## config.mk

```make
export PLATFORM = sky130hd
export DESIGN_NAME = conv_window_ctrl_flat
export DESIGN_NICKNAME = d
export VERILOG_FILES = /design/src/rtl/cnn_pkg.sv /design/src/rtl/conv_window_ctrl_if.sv /design/src/rtl/conv_pix_counter.sv /design/src/rtl/conv_window_ctrl.sv /design/src/flat_wrapper.sv
export SDC_FILE = /design/constraint.sdc
export NUM_CORES = 1
export LEC_CHECK = 0
export CAP_MARGIN = 20
export CORE_AREA = 2 2 72 74
export CTS_BUF_LIST = sky130_fd_sc_hd__clkbuf_8 sky130_fd_sc_hd__clkbuf_16
export DETAILED_ROUTE_END_ITERATION = 8
export DIE_AREA = 0 0 74 76
export DONT_BUFFER_PORTS = 1
export PLACE_DENSITY = 0.72
export REMOVE_ABC_BUFFERS = 1
export SYNTH_ARGS = -nofsm -noshare
export SYNTH_HDL_FRONTEND = slang
export SYNTH_HIERARCHICAL = 1
export SYNTH_SLANG_ARGS = --single-unit
```

## constraint.sdc

```tcl
create_clock -name clk -period 2.5 [get_ports clk]
set_clock_uncertainty 0.1 [all_clocks]
set_input_delay 0.125 -clock clk [delete_from_list [all_inputs] [get_ports clk]]
set_output_delay 0.125 -clock clk [all_outputs]
set_load 0.03 [all_outputs]
```

## src/rtl/cnn_pkg.sv

```systemverilog
// Shared constants, pixel count and frame-state enum
// for the 5x5 sliding-window controller.
package cnn_pkg;

  localparam int DEF_IMG_W  = 28;
  localparam int DEF_IMG_H  = 28;
  localparam int DEF_K      = 5;
  localparam int DEF_CW     = 5;
  localparam int DEF_PIX_N  = DEF_IMG_W * DEF_IMG_H;
  localparam int DEF_ADDR_W = $clog2(DEF_PIX_N);

  typedef enum logic [1:0] {
    IDLE,
    RUN,
    DRAIN,
    DONE
  } state_t;

endpackage

```

## src/rtl/conv_window_ctrl_if.sv

```systemverilog
// Control/window bundle between the sequencer (master)
// and the frame client / downstream window consumer (slave).
interface conv_window_ctrl_if
  import cnn_pkg::*;
#(
  parameter int ADDR_W = DEF_ADDR_W,
  parameter int CW     = DEF_CW
);

  logic              start;
  logic              win_ready;
  logic              busy;
  logic              done;
  logic [ADDR_W-1:0] rom_addr;
  logic              win_clken;
  logic              win_valid;
  logic [CW-1:0]     out_row;
  logic [CW-1:0]     out_col;

  modport master (
    input  start, win_ready,
    output busy, done, rom_addr, win_clken,
    output win_valid, out_row, out_col
  );

  modport slave (
    output start, win_ready,
    input  busy, done, rom_addr, win_clken,
    input  win_valid, out_row, out_col
  );

endinterface

```

## src/rtl/conv_pix_counter.sv

```systemverilog
// Raster row/col counter with clear, enable, column wrap
// and a flag marking the last pixel of the frame.
module conv_pix_counter #(
  parameter int IMG_W = 28,
  parameter int IMG_H = 28,
  parameter int CW    = 5
) (
  input  logic          clk,
  input  logic          rstn,
  input  logic          clr_i,
  input  logic          en_i,
  output logic [CW-1:0] row_o,
  output logic [CW-1:0] col_o,
  output logic          last_o
);

  logic [CW-1:0] row_q;
  logic [CW-1:0] col_q;
  logic          col_end;

  assign col_end = (col_q == CW'(IMG_W - 1));
  assign last_o  = col_end && (row_q == CW'(IMG_H - 1));
  assign row_o   = row_q;
  assign col_o   = col_q;

  // Step one pixel in raster order; wrap column into row
  always_ff @(posedge clk or negedge rstn) begin
    if (!rstn) begin
      row_q <= '0;
      col_q <= '0;
    end else if (clr_i) begin
      row_q <= '0;
      col_q <= '0;
    end else if (en_i) begin
      if (col_end) begin
        col_q <= '0;
        row_q <= last_o ? '0 : row_q + CW'(1);
      end else begin
        col_q <= col_q + CW'(1);
      end
    end
  end

endmodule

```

## src/rtl/conv_window_ctrl.sv

```systemverilog
// Frame sequencer: ROM issue -> fetch/shift -> window valid.
// Define WIN_STRIDE2_EN to emit only even row/col windows.
module conv_window_ctrl
  import cnn_pkg::*;
#(
  parameter int IMG_W  = DEF_IMG_W,
  parameter int IMG_H  = DEF_IMG_H,
  parameter int K      = DEF_K,
  parameter int ADDR_W = DEF_ADDR_W,
  parameter int CW     = DEF_CW
) (
  input  logic               clk,
  input  logic               rstn,
  conv_window_ctrl_if.master bus
);

  state_t            state_q;
  logic              busy_q;
  logic              done_q;
  logic [ADDR_W-1:0] addr_q;
  logic              fetch_vld_q;
  logic              fetch_ok_q;
  logic              fed_q;
  logic              win_vld_q;
  logic [CW-1:0]     orow_q;
  logic [CW-1:0]     ocol_q;

  logic          stall;
  logic          adv;
  logic          clr;
  logic          iss_en;
  logic          win_en;
  logic          iss_ok;
  logic [CW-1:0] ir;
  logic [CW-1:0] ic;
  logic [CW-1:0] wr;
  logic [CW-1:0] wc;
  logic          ilast;
  logic          wlast;

  assign stall  = win_vld_q & ~bus.win_ready;
  assign adv    = ~stall;
  assign clr    = (state_q == IDLE) & bus.start;
  assign iss_en = (state_q == RUN) & adv;
  assign win_en = fetch_vld_q & adv;

`ifdef WIN_STRIDE2_EN
  logic [CW-1:0] irow;
  logic [CW-1:0] icol;
  assign irow   = ir - CW'(K - 1);
  assign icol   = ic - CW'(K - 1);
  assign iss_ok = (ir >= CW'(K - 1)) && (ic >= CW'(K - 1))
               && !irow[0] && !icol[0];
`else
  assign iss_ok = (ir >= CW'(K - 1)) && (ic >= CW'(K - 1));
`endif

  conv_pix_counter #(
    .IMG_W (IMG_W),
    .IMG_H (IMG_H),
    .CW    (CW)
  ) u_iss (
    .clk    (clk),
    .rstn   (rstn),
    .clr_i  (clr),
    .en_i   (iss_en),
    .row_o  (ir),
    .col_o  (ic),
    .last_o (ilast)
  );

  conv_pix_counter #(
    .IMG_W (IMG_W),
    .IMG_H (IMG_H),
    .CW    (CW)
  ) u_win (
    .clk    (clk),
    .rstn   (rstn),
    .clr_i  (clr),
    .en_i   (win_en),
    .row_o  (wr),
    .col_o  (wc),
    .last_o (wlast)
  );

  // Frame FSM: issue address, fetch valid, busy/done
  always_ff @(posedge clk or negedge rstn) begin
    if (!rstn) begin
      state_q     <= IDLE;
      busy_q      <= 1'b0;
      done_q      <= 1'b0;
      addr_q      <= '0;
      fetch_vld_q <= 1'b0;
      fetch_ok_q  <= 1'b0;
    end else begin
      unique case (state_q)
        IDLE: begin
          if (bus.start) begin
            state_q <= RUN;
            busy_q  <= 1'b1;
            addr_q  <= '0;
          end
        end
        RUN: begin
          if (adv) begin
            fetch_vld_q <= 1'b1;
            fetch_ok_q  <= iss_ok;
            if (ilast) state_q <= DRAIN;
            else addr_q <= addr_q + ADDR_W'(1);
          end
        end
        DRAIN: begin
          if (adv) fetch_vld_q <= 1'b0;
          if (fed_q && (!win_vld_q || bus.win_ready)) begin
            state_q <= DONE;
            done_q  <= 1'b1;
          end
        end
        DONE: begin
          state_q <= IDLE;
          done_q  <= 1'b0;
          busy_q  <= 1'b0;
        end
        default: state_q <= IDLE;
      endcase
    end
  end

  // Window stage: valid/coords held while stalled
  always_ff @(posedge clk or negedge rstn) begin
    if (!rstn) begin
      win_vld_q <= 1'b0;
      orow_q    <= '0;
      ocol_q    <= '0;
      fed_q     <= 1'b0;
    end else begin
      if (clr) fed_q <= 1'b0;
      else if (win_en && wlast) fed_q <= 1'b1;
      if (adv) begin
        win_vld_q <= fetch_vld_q & fetch_ok_q;
        if (fetch_vld_q && fetch_ok_q) begin
          orow_q <= wr - CW'(K - 1);
          ocol_q <= wc - CW'(K - 1);
        end
      end
    end
  end

  assign bus.busy      = busy_q;
  assign bus.done      = done_q;
  assign bus.rom_addr  = addr_q;
  assign bus.win_clken = fetch_vld_q & adv;
  assign bus.win_valid = win_vld_q;
  assign bus.out_row   = orow_q;
  assign bus.out_col   = ocol_q;

endmodule

```

## src/flat_wrapper.sv

```systemverilog
// flat-port wrapper written by rule: the top's interface ports become plain ports
module conv_window_ctrl_flat import cnn_pkg::*;
#(
  parameter int IMG_W  = DEF_IMG_W,
  parameter int IMG_H  = DEF_IMG_H,
  parameter int K      = DEF_K,
  parameter int ADDR_W = DEF_ADDR_W,
  parameter int CW     = DEF_CW
)
  (clk, rstn, bus_start, bus_win_ready, bus_busy, bus_done, bus_rom_addr, bus_win_clken, bus_win_valid, bus_out_row, bus_out_col);
  conv_window_ctrl_if #(.ADDR_W(ADDR_W), .CW(CW)) bus_i ();
  input  logic clk;
  input  logic rstn;
  input wire logic [$bits(bus_i.start)-1:0] bus_start;
  input wire logic [$bits(bus_i.win_ready)-1:0] bus_win_ready;
  output wire logic [$bits(bus_i.busy)-1:0] bus_busy;
  output wire logic [$bits(bus_i.done)-1:0] bus_done;
  output wire logic [$bits(bus_i.rom_addr)-1:0] bus_rom_addr;
  output wire logic [$bits(bus_i.win_clken)-1:0] bus_win_clken;
  output wire logic [$bits(bus_i.win_valid)-1:0] bus_win_valid;
  output wire logic [$bits(bus_i.out_row)-1:0] bus_out_row;
  output wire logic [$bits(bus_i.out_col)-1:0] bus_out_col;
  assign bus_i.start = bus_start;
  assign bus_i.win_ready = bus_win_ready;
  assign bus_busy = bus_i.busy;
  assign bus_done = bus_i.done;
  assign bus_rom_addr = bus_i.rom_addr;
  assign bus_win_clken = bus_i.win_clken;
  assign bus_win_valid = bus_i.win_valid;
  assign bus_out_row = bus_i.out_row;
  assign bus_out_col = bus_i.out_col;
  conv_window_ctrl #(.IMG_W(IMG_W), .IMG_H(IMG_H), .K(K), .ADDR_W(ADDR_W), .CW(CW)) u_core (.clk(clk), .rstn(rstn), .bus(bus_i));
endmodule
```

==> results.md, run 1 <==
* Run status: completed
* Dpl hpwl at 3280 um
* VDD IR-drop max at 0.000466 V
* Number of hold-slack violations in the final timing report at 0
* Crit. End Element: flop
* Overall die height at 76 um
* Number of primary I/O pins at 28
* Post-synth top area cell: sky130_fd_sc_hd__dfrtp_1
* Initial antenna violation count at 0
* Leading cell type by number of instances after synthesis: sky130_fd_sc_hd__dfrtp_1
* Power density over the cells at 1040 mW/mm^2
* Unrepaired setup endpoints after global routing: false
* Violation count after the first detailed-routing iteration at 120
* Fraction of post-synthesis cell area in the top cell type by area at 0.463
* Number of global-route vias before repair at 1854
* Signal arrival time at the worst endpoint at 2400 ps
* Area post-placement at 0.00268 sq mm
* Via total after detailed routing at 1945
* DRC at 0
* Timing-limited maximum frequency at 439 MHz
* Starting Density at 0.528
* Fraction of final layout cells sized beyond drive strength 1 at 0.112
* Fraction of the cycle the final worst path needs at 0.911
* Maximum buffer depth of the clock tree at 2
* R2R Path Start: u_core/state_q[1]
* Cell Area, Synth at 0.00259 sq mm
* Worst setup path startpoint: u_core/state_q[1]
* Placeable core area at 0.00491 sq mm
* Max FO, Critical Path at 11
* Number of input and output port buffers inserted at 0
* Ratio of routed vias to standard cells at 5.77
* TritonCTS clock tree: yes
* Class of the most critical hold timing path: primary input to flop
* Number of slew-limit violations in the final report at 0
* FFs w/ async S/R, synth at 1.00
* Count of mapped cells out of synthesis at 259
* Count of cells resized by post-cts repair at 0
* Root buffer selected by CTS: sky130_fd_sc_hd__clkbuf_8
* Die X at 74 um
* Antenna diode count at 0
* Distinct cells, synth at 45
* Number of standard cells in the final layout excluding fillers at 337
* Transition time at the pin with the least slew margin at 623 ps
* Req. time, crit path at 2620 ps
* Hold slack final at 27.2 ps
* GPL Wtd Cong at 0.831
* Worst rel slew slack at 0.582
* Post-route ant nets at 0
* Final cell area excluding filler cells at 0.00284 sq mm
* Worst Setup Start Kind: flop
* Latest clock arrival within the worst-skew pair at 300 ps
* CTS clock-pin slew for the worst setup and hold paths at 80 ps
* Total length of routed wires at 4820 um
* Period minus WS final at 2280 ps
* Overall track demand over capacity in global routing at 0.181
* Total CTS buffers at 5
* Average wire per standard cell at 14.3 um
* Layout net count at 281
* Worst Setup Path Type: flop to flop
* Floorplan die area at 0.00562 sq mm
* Area delta synth->final at 9.56%
* Number of H-tree levels at 2
* Residual overflow from global routing at 0
* Syn_area_per_cell at 10.0 sq um
* Pin count of the biggest net entering global routing at 49
* Number of maximum-capacitance violations at 0
* # fillers at 428
* Number of enable-type register cells in the synthesized netlist at 0
* Commonest cells in the synthesized netlist: 48 x sky130_fd_sc_hd__dfrtp_1, 29 x sky130_fd_sc_hd__nand2_1, 19 x sky130_fd_sc_hd__a21oi_1
* Number of iterations in the first detailed-routing pass at 4
* Post-synthesis sequential element count at 48
* First-pass GRT wire length at 8260 um
* Synth warnings at 6
* Rows at 26
* Setup total negative slack at 0 ps
* Setup-violating endpoint count in the final report at 0
* Most used DFF post-synth: sky130_fd_sc_hd__dfrtp_1
* Top cells by area in the synthesized netlist: sky130_fd_sc_hd__dfrtp_1 46%, sky130_fd_sc_hd__ha_1 5.3%, sky130_fd_sc_hd__nand2_1 4.2%
* Sequential fraction of the synthesis area at 0.463
* Dpl cells at 326
* Leakage power of the design at 0.00128 uW
* Clock tree sinks at 48
* Hold path startpoint: bus_win_ready
[path summary, 6_finish.rpt]
check / end / slack, ps / depth (start not counted)
min reg2reg: u_core/fetch_ok_q / 400 / 2
min: u_core/bus.win_valid / 30 / 2
max reg2reg: u_core/u_iss/row_o[4] / 220 / 7
min in group asynchronous: u_core/bus.out_row[4] / 230 / 2
max in group asynchronous: u_core/bus.done / 1860 / 2
max: u_core/u_iss/row_o[4] / 220 / 7
[report_power, final]
| group | switching, uW | internal, uW | leakage, uW | total, uW |
|---|---|---|---|---|
| sequential | 525 | 1010 | 0.000587 | 1530 |
| clock | 266 | 301 | 0.0000548 | 567 |
| combinational | 432 | 412 | 0.000643 | 845 |
[placed cells by master, fill, tap and decap left out, types with 3 or more instances in the layout]
master / instances
sky130_fd_sc_hd__a21oi_1: 19
sky130_fd_sc_hd__a31oi_1: 5
sky130_fd_sc_hd__a32o_1: 3
sky130_fd_sc_hd__a41o_1: 5
sky130_fd_sc_hd__and2_1: 4
sky130_fd_sc_hd__buf_4: 3
sky130_fd_sc_hd__clkbuf_8: 5
sky130_fd_sc_hd__dfrtp_1: 48
sky130_fd_sc_hd__ha_1: 11
sky130_fd_sc_hd__inv_1: 13
sky130_fd_sc_hd__mux2_2: 5
sky130_fd_sc_hd__mux2i_1: 7
sky130_fd_sc_hd__nand2_1: 29
sky130_fd_sc_hd__nand2b_1: 7
sky130_fd_sc_hd__nand3_1: 12
sky130_fd_sc_hd__nand3b_1: 3
sky130_fd_sc_hd__nand4b_1: 6
sky130_fd_sc_hd__nor2_1: 13
sky130_fd_sc_hd__nor2b_1: 4
sky130_fd_sc_hd__nor3_1: 4
sky130_fd_sc_hd__o21ai_0: 14
sky130_fd_sc_hd__o31ai_1: 5
sky130_fd_sc_hd__or3b_2: 4
sky130_fd_sc_hd__or4_1: 4
[cell type report]
class                      count  area (sq um)  share of cell area
clock buffer                   5          68.8              0.0242
clock inverter                 3          46.3              0.0163
tap                           70          87.6              0.0308
sequential                    48          1200               0.423
multi-input combinational    192          1320               0.464
timing repair buffer           6          70.1              0.0247
inverter                      13          48.8              0.0172
[cell families after synthesis]
| family | synth area share |
|---|---|
| mux | 0.0545 |
| fa+ha+maj | 0.0531 |
| xor+xnor | 0.00676 |
| compound gates | 0.156 |
| buf+inv | 0.0285 |
| flops | 0.463 |
| simple gates | 0.237 |
[flip-flops by register name, summed over array words and instances (netlist names), 2 cells and up]
| register | cells |
|---|---|
| u_core/u_iss/col_o | 5 |
| u_core/u_win/row_o | 5 |
| u_core/u_iss/row_o | 5 |
| u_core/u_win/col_o | 5 |
| u_core/bus.out_col | 5 |
| u_core/bus.rom_addr | 10 |
| u_core/bus.out_row | 5 |
| u_core/state_q | 2 |
[metal layers]
metal	wire, um	global-route usage	share of wire
met1	2260	0.235	0.47
met2	2380	0.302	0.49
met3	157	0.0437	0.033
met4	22	0.0400	0.0046
met5	0	0	0
[critical path: stages (launching register included)]
cell                      delay (ps)
sky130_fd_sc_hd__dfrtp_1         410
sky130_fd_sc_hd__inv_1            90
sky130_fd_sc_hd__ha_1            350
sky130_fd_sc_hd__nand2_1         160
sky130_fd_sc_hd__inv_1           230
sky130_fd_sc_hd__nand2_1         200
sky130_fd_sc_hd__or4_1           510
sky130_fd_sc_hd__a21oi_1         150
[what timing repair did]
item,CTS,global route
buffers inserted,0,0
hold buffers,3,0
endpoints found under the hold margin,49,0
[stage by stage]
step	power, uW	util	setup WS [ps]
floorplan	2150	-	365
global placement	2340	0.545	370
detailed placement	2370	0.545	278
CTS	2980	0.578	250
global route	3180	0.578	79.5
finish	2940	0.578	222
(Power assumes the default switching activity.)
==> inputs of run 2 (changes only) <==
==> constraint.sdc (replaced) <==
create_clock -name clk -period 2.5 [get_ports clk]
set_clock_uncertainty 0.1 [all_clocks]
set_input_delay 0.5 -clock clk [delete_from_list [all_inputs] [get_ports clk]]
set_output_delay 0.5 -clock clk [all_outputs]
set_load 0.03 [all_outputs]
==> run 2 against run 1 <==
Count of clock-buffer cells in the layout unchanged. Wire length down 0.44%. Setup slack better by 3.6 ps. Flip-flop and latch count unchanged. Critical path depth unchanged. First-iteration DRC count down 5.0%. Fmax up 0.16%. Utilization down 0.20 points. Final cell count down 0.30%.
==> results.md, run 2 (synthesis results as in run 1) <==
* Timing-limited maximum frequency at 440 MHz (+0.16%)
* Antenna diode count at 0 (unchanged)
* Cells on worst reg2reg path at 7 (unchanged)
* Transition time at the pin with the least slew margin at 623 ps (+0.153 ps)
* Number of hold-slack violations in the final timing report at 0 (unchanged)
* Number of maximum-capacitance violations at 0 (unchanged)
* Dpl cells at 326 (unchanged)
* Floorplan die area at 0.00562 sq mm (unchanged)
* R2R Path Start: u_core/state_q[1]
* Most common library cell in the layout ignoring fill and taps: sky130_fd_sc_hd__dfrtp_1
* Rows at 26 (unchanged)
* Via total after detailed routing at 1948 (+0.15%)
* CTS clock-pin slew for the worst setup and hold paths at 90 ps (about the same)
* Initial antenna violation count at 0 (unchanged)
* Flip-flop count of the largest register, all copies and words added at 10 (unchanged)
* Clock tree sinks at 48 (unchanged)
* Worst Setup Path Type: flop to flop
* Req. time, crit path at 2620 ps (about the same)
* Number of global-route vias before repair at 1850 (-0.22%)
* Ordered cell list for the critical path: inv_1, ha_1, nand2_1, inv_1, nand2_1, or4_1, a21oi_1
* Layout net count at 280 (-0.36%)
* Residual overflow from global routing at 0 (unchanged)
* Multi-input gate area in the final layout at 0.00132 sq mm (unchanged)
* Setup-violating endpoint count in the final report at 0 (unchanged)
* Slowest cell delay on critical path at 510 ps (about the same)
* Setup total negative slack at 0 ps (unchanged)
* Number of standard cells in the final layout excluding fillers at 336 (-0.30%)
* Area delta synth->final at 9.17%
* Pin count of the biggest net entering global routing at 49 (unchanged)
* Placeable core area at 0.00491 sq mm (unchanged)
* Number of slew-limit violations in the final report at 0 (unchanged)
* Crit. End Element: flop
* Power density over the cells at 1040 mW/mm^2 (+0.34%)
* Root buffer selected by CTS: sky130_fd_sc_hd__clkbuf_8
* CP delay by family, top: simple AND/OR/NAND/NOR gates
* Number of primary I/O pins at 28 (unchanged)
* R2R setup slack at 230 ps (about the same)
* Hold path startpoint: bus_start
* Die X at 74 um (unchanged)
* Class of the most critical hold timing path: primary input to flop
* Unrepaired setup endpoints after global routing: false
* Fraction of the cycle the final worst path needs at 0.910 (-0.00145)
* Ratio of routed vias to standard cells at 5.80 (+0.45%)
* Max FO, Critical Path at 11 (unchanged)
* Latest clock arrival within the worst-skew pair at 300 ps (about the same)
* Run status: completed
* # fillers at 429 (+0.23%)
* Worst Setup Start Kind: flop
* Number of input and output port buffers inserted at 0 (unchanged)
* First-pass GRT wire length at 8240 um (-0.25%)
* Overall die height at 76 um (unchanged)
* Cell at the slowest stage of the critical path: sky130_fd_sc_hd__or4_1
* TritonCTS clock tree: yes
* Leakage power of the design at 0.00128 uW (-0.33%)
* Worst Hold End: u_core/bus.busy
* Number of H-tree levels at 2 (unchanged)
* Starting Density at 0.528 (unchanged)
* Total CTS buffers at 5 (unchanged)
* Post-route ant nets at 0 (unchanged)
* Crit path buffers/inverters at 2 (unchanged)
* Dpl hpwl at 3280 um (unchanged)
* Register cell area after layout at 0.00120 sq mm (unchanged)
* Count of cells resized by post-cts repair at 0 (unchanged)
* Tot Pwr at 2940 uW (about the same)
* Number of iterations in the first detailed-routing pass at 4 (unchanged)
* Leading cell types in the layout, fill and taps excluded: 48 x sky130_fd_sc_hd__dfrtp_1, 29 x sky130_fd_sc_hd__nand2_1, 19 x sky130_fd_sc_hd__a21oi_1
* Signal arrival time at the worst endpoint at 2400 ps (about the same)
* Period minus WS final at 2270 ps (-3.63 ps)
* DRC at 0 (unchanged)
* Average wire per standard cell at 14.3 um (-0.14%)
* Worst hold path cell count at 3 (+1)
* Fraction of final layout cells sized beyond drive strength 1 at 0.113 (+0.000422)
* Worst reg2reg endpoint: u_core/u_iss/row_o[4]
* Buffers inserted by post-CTS timing repair at 0 (unchanged)
* Total length of routed wires at 4800 um (-0.44%)
* Hold slack final at 317 ps (+290 ps)
* Worst rel slew slack at 0.582 (about the same)
* Overall track demand over capacity in global routing at 0.180 (-0.000542)
* VDD IR-drop max at 0.000467 V (+0.17%)
* GPL Wtd Cong at 0.831 (unchanged)
* Maximum buffer depth of the clock tree at 2 (unchanged)
* Violation count after the first detailed-routing iteration at 114 (-5.0%)
## run 2: cell types whose count changed in the layout (fill, tap and decap cells not counted)
cell and change:
sky130_fd_sc_hd__dlygate4sd3_1 -1
## run 2: layer usage
layer	share of wire	GRT usage
met5	0	0
met4	0.0046	0.0400
met3	0.030	0.0437
met2	0.49	0.301
met1	0.48	0.234
## run 2: tightest hold or removal path: cells and delay by family
| family | cells | cell delay (ps) |
|---|---|---|
| and+or+nand+nor | 1 | 60 |
| muxes | 1 | 50 |
| AOI/OAI and AO/OA | 1 | 70 |
## run 2: area by class of cell
cell class / instances / area share
Clock buffer: 5 / 0.0243
Clock inverter: 3 / 0.0164
Inverter: 13 / 0.0172
Multi-Input combinational cell: 192 / 0.466
Sequential cell: 48 / 0.424
Tap cell: 70 / 0.0309
Timing Repair Buffer: 5 / 0.0212
## run 2: what timing repair did
item / in CTS / in global routing
setup endpoints to repair: 0 / 0
hold buffers: 2 / 0
endpoints found under the hold margin: 48 / 0
## run 2: how the worst max path moves through the flow
| stage | start | end | slack [ps] | cells after the start |
|---|---|---|---|---|
| 2_1_floorplan | u_core/state_q[0] | u_core/bus.rom_addr[2] | 370 | 6 |
| 3_3_place_gp | u_core/state_q[1] | u_core/u_iss/row_o[3] | 370 | 7 |
| 3_5_place_dp | u_core/state_q[1] | u_core/u_iss/row_o[4] | 280 | 7 |
| 4_1_cts | u_core/state_q[1] | u_core/u_iss/row_o[4] | 250 | 7 |
| 5_1_grt | u_core/state_q[1] | u_core/u_iss/row_o[4] | 80 | 7 |
| 6_report | u_core/state_q[1] | u_core/u_iss/row_o[4] | 230 | 7 |
## run 2: per-stage QoR
step | worst slack, ps | util | instance area [sq um]
6_report | 226 | 0.576 | 2830
3_3_place_gp | 370 | 0.545 | 2680
3_5_place_dp | 278 | 0.545 | 2680
2_1_floorplan | 365 | - | 2570
4_1_cts | 250 | 0.576 | 2830
5_1_grt | 79.5 | 0.576 | 2830
## run 2: power by group
| part | internal, uW | switching [uW] | total [uW] |
|---|---|---|---|
| Sequential | 1010 | 525 | 1530 |
| Clock | 301 | 267 | 568 |
| Combinational | 411 | 432 | 843 |
==> inputs of run 3 (changes only) <==
--- a/config.mk
+++ b/config.mk
@@ -12,7 +12,6 @@
 export DIE_AREA = 0 0 74 76
 export DONT_BUFFER_PORTS = 1
 export PLACE_DENSITY = 0.72
-export REMOVE_ABC_BUFFERS = 1
 export SYNTH_ARGS = -nofsm -noshare
 export SYNTH_HDL_FRONTEND = slang
 export SYNTH_HIERARCHICAL = 1
==> run 3 against run 2 <==
Design area fell by 1.6%. Final cell count is 0.60% lower. Non-clock buffer count decreased by 1. Sequential power about the same. Register-to-register slack better by 30 ps. Combinational power down 2%. Critical path depth unchanged. Flip-flop and latch count unchanged. Clock power is 24% lower. Global-route usage up 0.30 points. Die area did not move. Via count unchanged.
==> results.md, run 3 (synthesis results as in run 1) <==
* Run status: completed
* First-pass GRT wire length at 8180 um (-0.67%)
* Dpl hpwl at 3320 um (+1.0%)
* DP Worst Slack at 272 ps (-6.78 ps)
* Violation count after the first detailed-routing iteration at 129 (+13%)
* Worst setup path startpoint: u_core/state_q[1]
* Post-route ant nets at 0 (unchanged)
* Unrepaired setup endpoints after global routing: false
* Root buffer selected by CTS: sky130_fd_sc_hd__clkbuf_8
* Antenna diode count at 0 (unchanged)
* Final cell area excluding filler cells at 0.00279 sq mm (-1.6%)
* Number of hold-slack violations in the final timing report at 0 (unchanged)
* CTS clock-pin slew for the worst setup and hold paths at 70 ps (-20 ps)
* Fraction of final layout cells sized beyond drive strength 1 at 0.102 (-0.0105)
* Latest clock arrival within the worst-skew pair at 300 ps (about the same)
* Worst rel slew slack at 0.616 (+0.0339)
* Number of slew-limit violations in the final report at 0 (unchanged)
* Number of maximum-capacitance violations at 0 (unchanged)
* Number of primary I/O pins at 28 (unchanged)
* Number of global-route vias before repair at 1805 (-2.4%)
* Max FO, Critical Path at 11 (unchanged)
* Class of the most critical hold timing path: primary input to flop
* Ratio of routed vias to standard cells at 5.83 (+0.60%)
* Timing-limited maximum frequency at 446 MHz (+1.4%)
* Worst Setup Path Type: flop to flop
* Cells on worst reg2reg path at 7 (unchanged)
* Overall track demand over capacity in global routing at 0.183 (+0.00303)
* Residual overflow from global routing at 0 (unchanged)
* Maximum buffer depth of the clock tree at 2 (unchanged)
* Setup-violating endpoint count in the final report at 0 (unchanged)
* Fraction of the cycle the final worst path needs at 0.897 (-0.0125)
* Starting Density at 0.528 (unchanged)
* Count of cells resized by post-cts repair at 0 (unchanged)
* Final setup slack of the worst path at 257 ps (+31.2 ps)
* Worst hold path cell count at 3 (unchanged)
* Leakage power of the design at 0.00127 uW (-1.1%)
* Die X at 74 um (unchanged)
* Clock tree sinks at 48 (unchanged)
* Floorplan die area at 0.00562 sq mm (unchanged)
* Area post-placement at 0.00267 sq mm (-0.28%)
* Average wire per standard cell at 14.2 um (-0.55%)
* Overall die height at 76 um (unchanged)
* Total CTS buffers at 5 (unchanged)
* Period minus WS final at 2240 ps (-31.2 ps)
* Pin count of the biggest net entering global routing at 49 (unchanged)
* # fillers at 428 (-0.23%)
* VDD IR-drop max at 0.000390 V (-16%)
* Placeable core area at 0.00491 sq mm (unchanged)
* Signal arrival time at the worst endpoint at 2370 ps (-30 ps)
* Hold path startpoint: bus_start
* GPL Wtd Cong at 0.809 (-2.6%)
* Crit. End Element: flop
* Number of H-tree levels at 2 (unchanged)
* Buffers inserted by post-CTS timing repair at 0 (unchanged)
* Area delta synth->final at 7.43%
* TritonCTS clock tree: yes
* Rows at 26 (unchanged)
* Via total after detailed routing at 1948 (unchanged)
* Final core area utilization at 0.567 (-0.00917)
* Initial antenna violation count at 0 (unchanged)
* Setup total negative slack at 0 ps (unchanged)
* Synthesized net count at 274
* Most common library cell in the layout ignoring fill and taps: sky130_fd_sc_hd__dfrtp_1
* Flip-flop count of the largest register, all copies and words added at 10 (unchanged)
* Worst Setup Start Kind: flop
* R2R Path Start: u_core/state_q[1]
* Leading cell types in the layout, fill and taps excluded: 48 x sky130_fd_sc_hd__dfrtp_1, 29 x sky130_fd_sc_hd__nand2_1, 19 x sky130_fd_sc_hd__a21oi_1
* Layout net count at 279 (-0.36%)
* Number of input and output port buffers inserted at 0 (unchanged)
* Number of iterations in the first detailed-routing pass at 4 (unchanged)
* DRC at 0 (unchanged)
* Tot Pwr at 2790 uW (-5.1%)
* Power density over the cells at 1000 mW/mm^2 (-3.6%)
* Hold buffer count at CTS at 2 (unchanged)
* Transition time at the pin with the least slew margin at 573 ps (-50.5 ps)
* Req. time, crit path at 2620 ps (about the same)
* Total length of routed wires at 4750 um (-1.1%)
[run 3: worst paths after layout]
check | slack (ps) | endpoint
max in group asynchronous | 1490 | u_core/bus.done
hold / removal | 330 | u_core/bus.busy
hold reg to reg | 390 | u_core/fetch_ok_q
min in group asynchronous | 600 | u_core/bus.out_col[3]
setup reg to reg | 260 | u_core/u_iss/row_o[4]
setup / recovery | 260 | u_core/u_iss/row_o[4]
[run 3: power by group]
| group | leakage (uW) | switching (uW) | internal (uW) |
|---|---|---|---|
| Combinational | 0.000634 | 424 | 406 |
| Sequential | 0.000587 | 524 | 1010 |
| Clock | 0.0000452 | 244 | 186 |
| Total | 0.00127 | 1190 | 1600 |
[run 3: through the flow]
stage,hold slack [ps],cells
finish,329,334
global route,365,334
CTS,321,334
detailed placement,106,325
global placement,105,325
floorplan,104,259
[run 3: per-layer routing]
| layer | up-vias | part of all wire | track usage |
|---|---|---|---|
| met2 | 35 | 0.48 | 0.299 |
| met5 | - | 0 | 0 |
| met3 | 6 | 0.042 | 0.0463 |
| li1 | 958 | - | - |
| met4 | 0 | 0.014 | 0.0600 |
| met1 | 949 | 0.46 | 0.234 |
[run 3: worst max-delay path: stages, from the launching register on]
cell	delay, ps
sky130_fd_sc_hd__dfrtp_1	410
sky130_fd_sc_hd__inv_1	90
sky130_fd_sc_hd__ha_1	340
sky130_fd_sc_hd__nand2_1	140
sky130_fd_sc_hd__inv_1	240
sky130_fd_sc_hd__nand2_1	210
sky130_fd_sc_hd__or4_1	510
sky130_fd_sc_hd__a21oi_1	130
[run 3: cell type report]
type                       count  area (sq um)  area share
clock inverter                 2          8.76     0.00314
clock buffer                   5          68.8      0.0247
sequential                    48          1200       0.431
timing repair buffer           4          52.6      0.0189
inverter                      13          48.8      0.0175
tap                           70          87.6      0.0314
multi-input combinational    192          1320       0.473
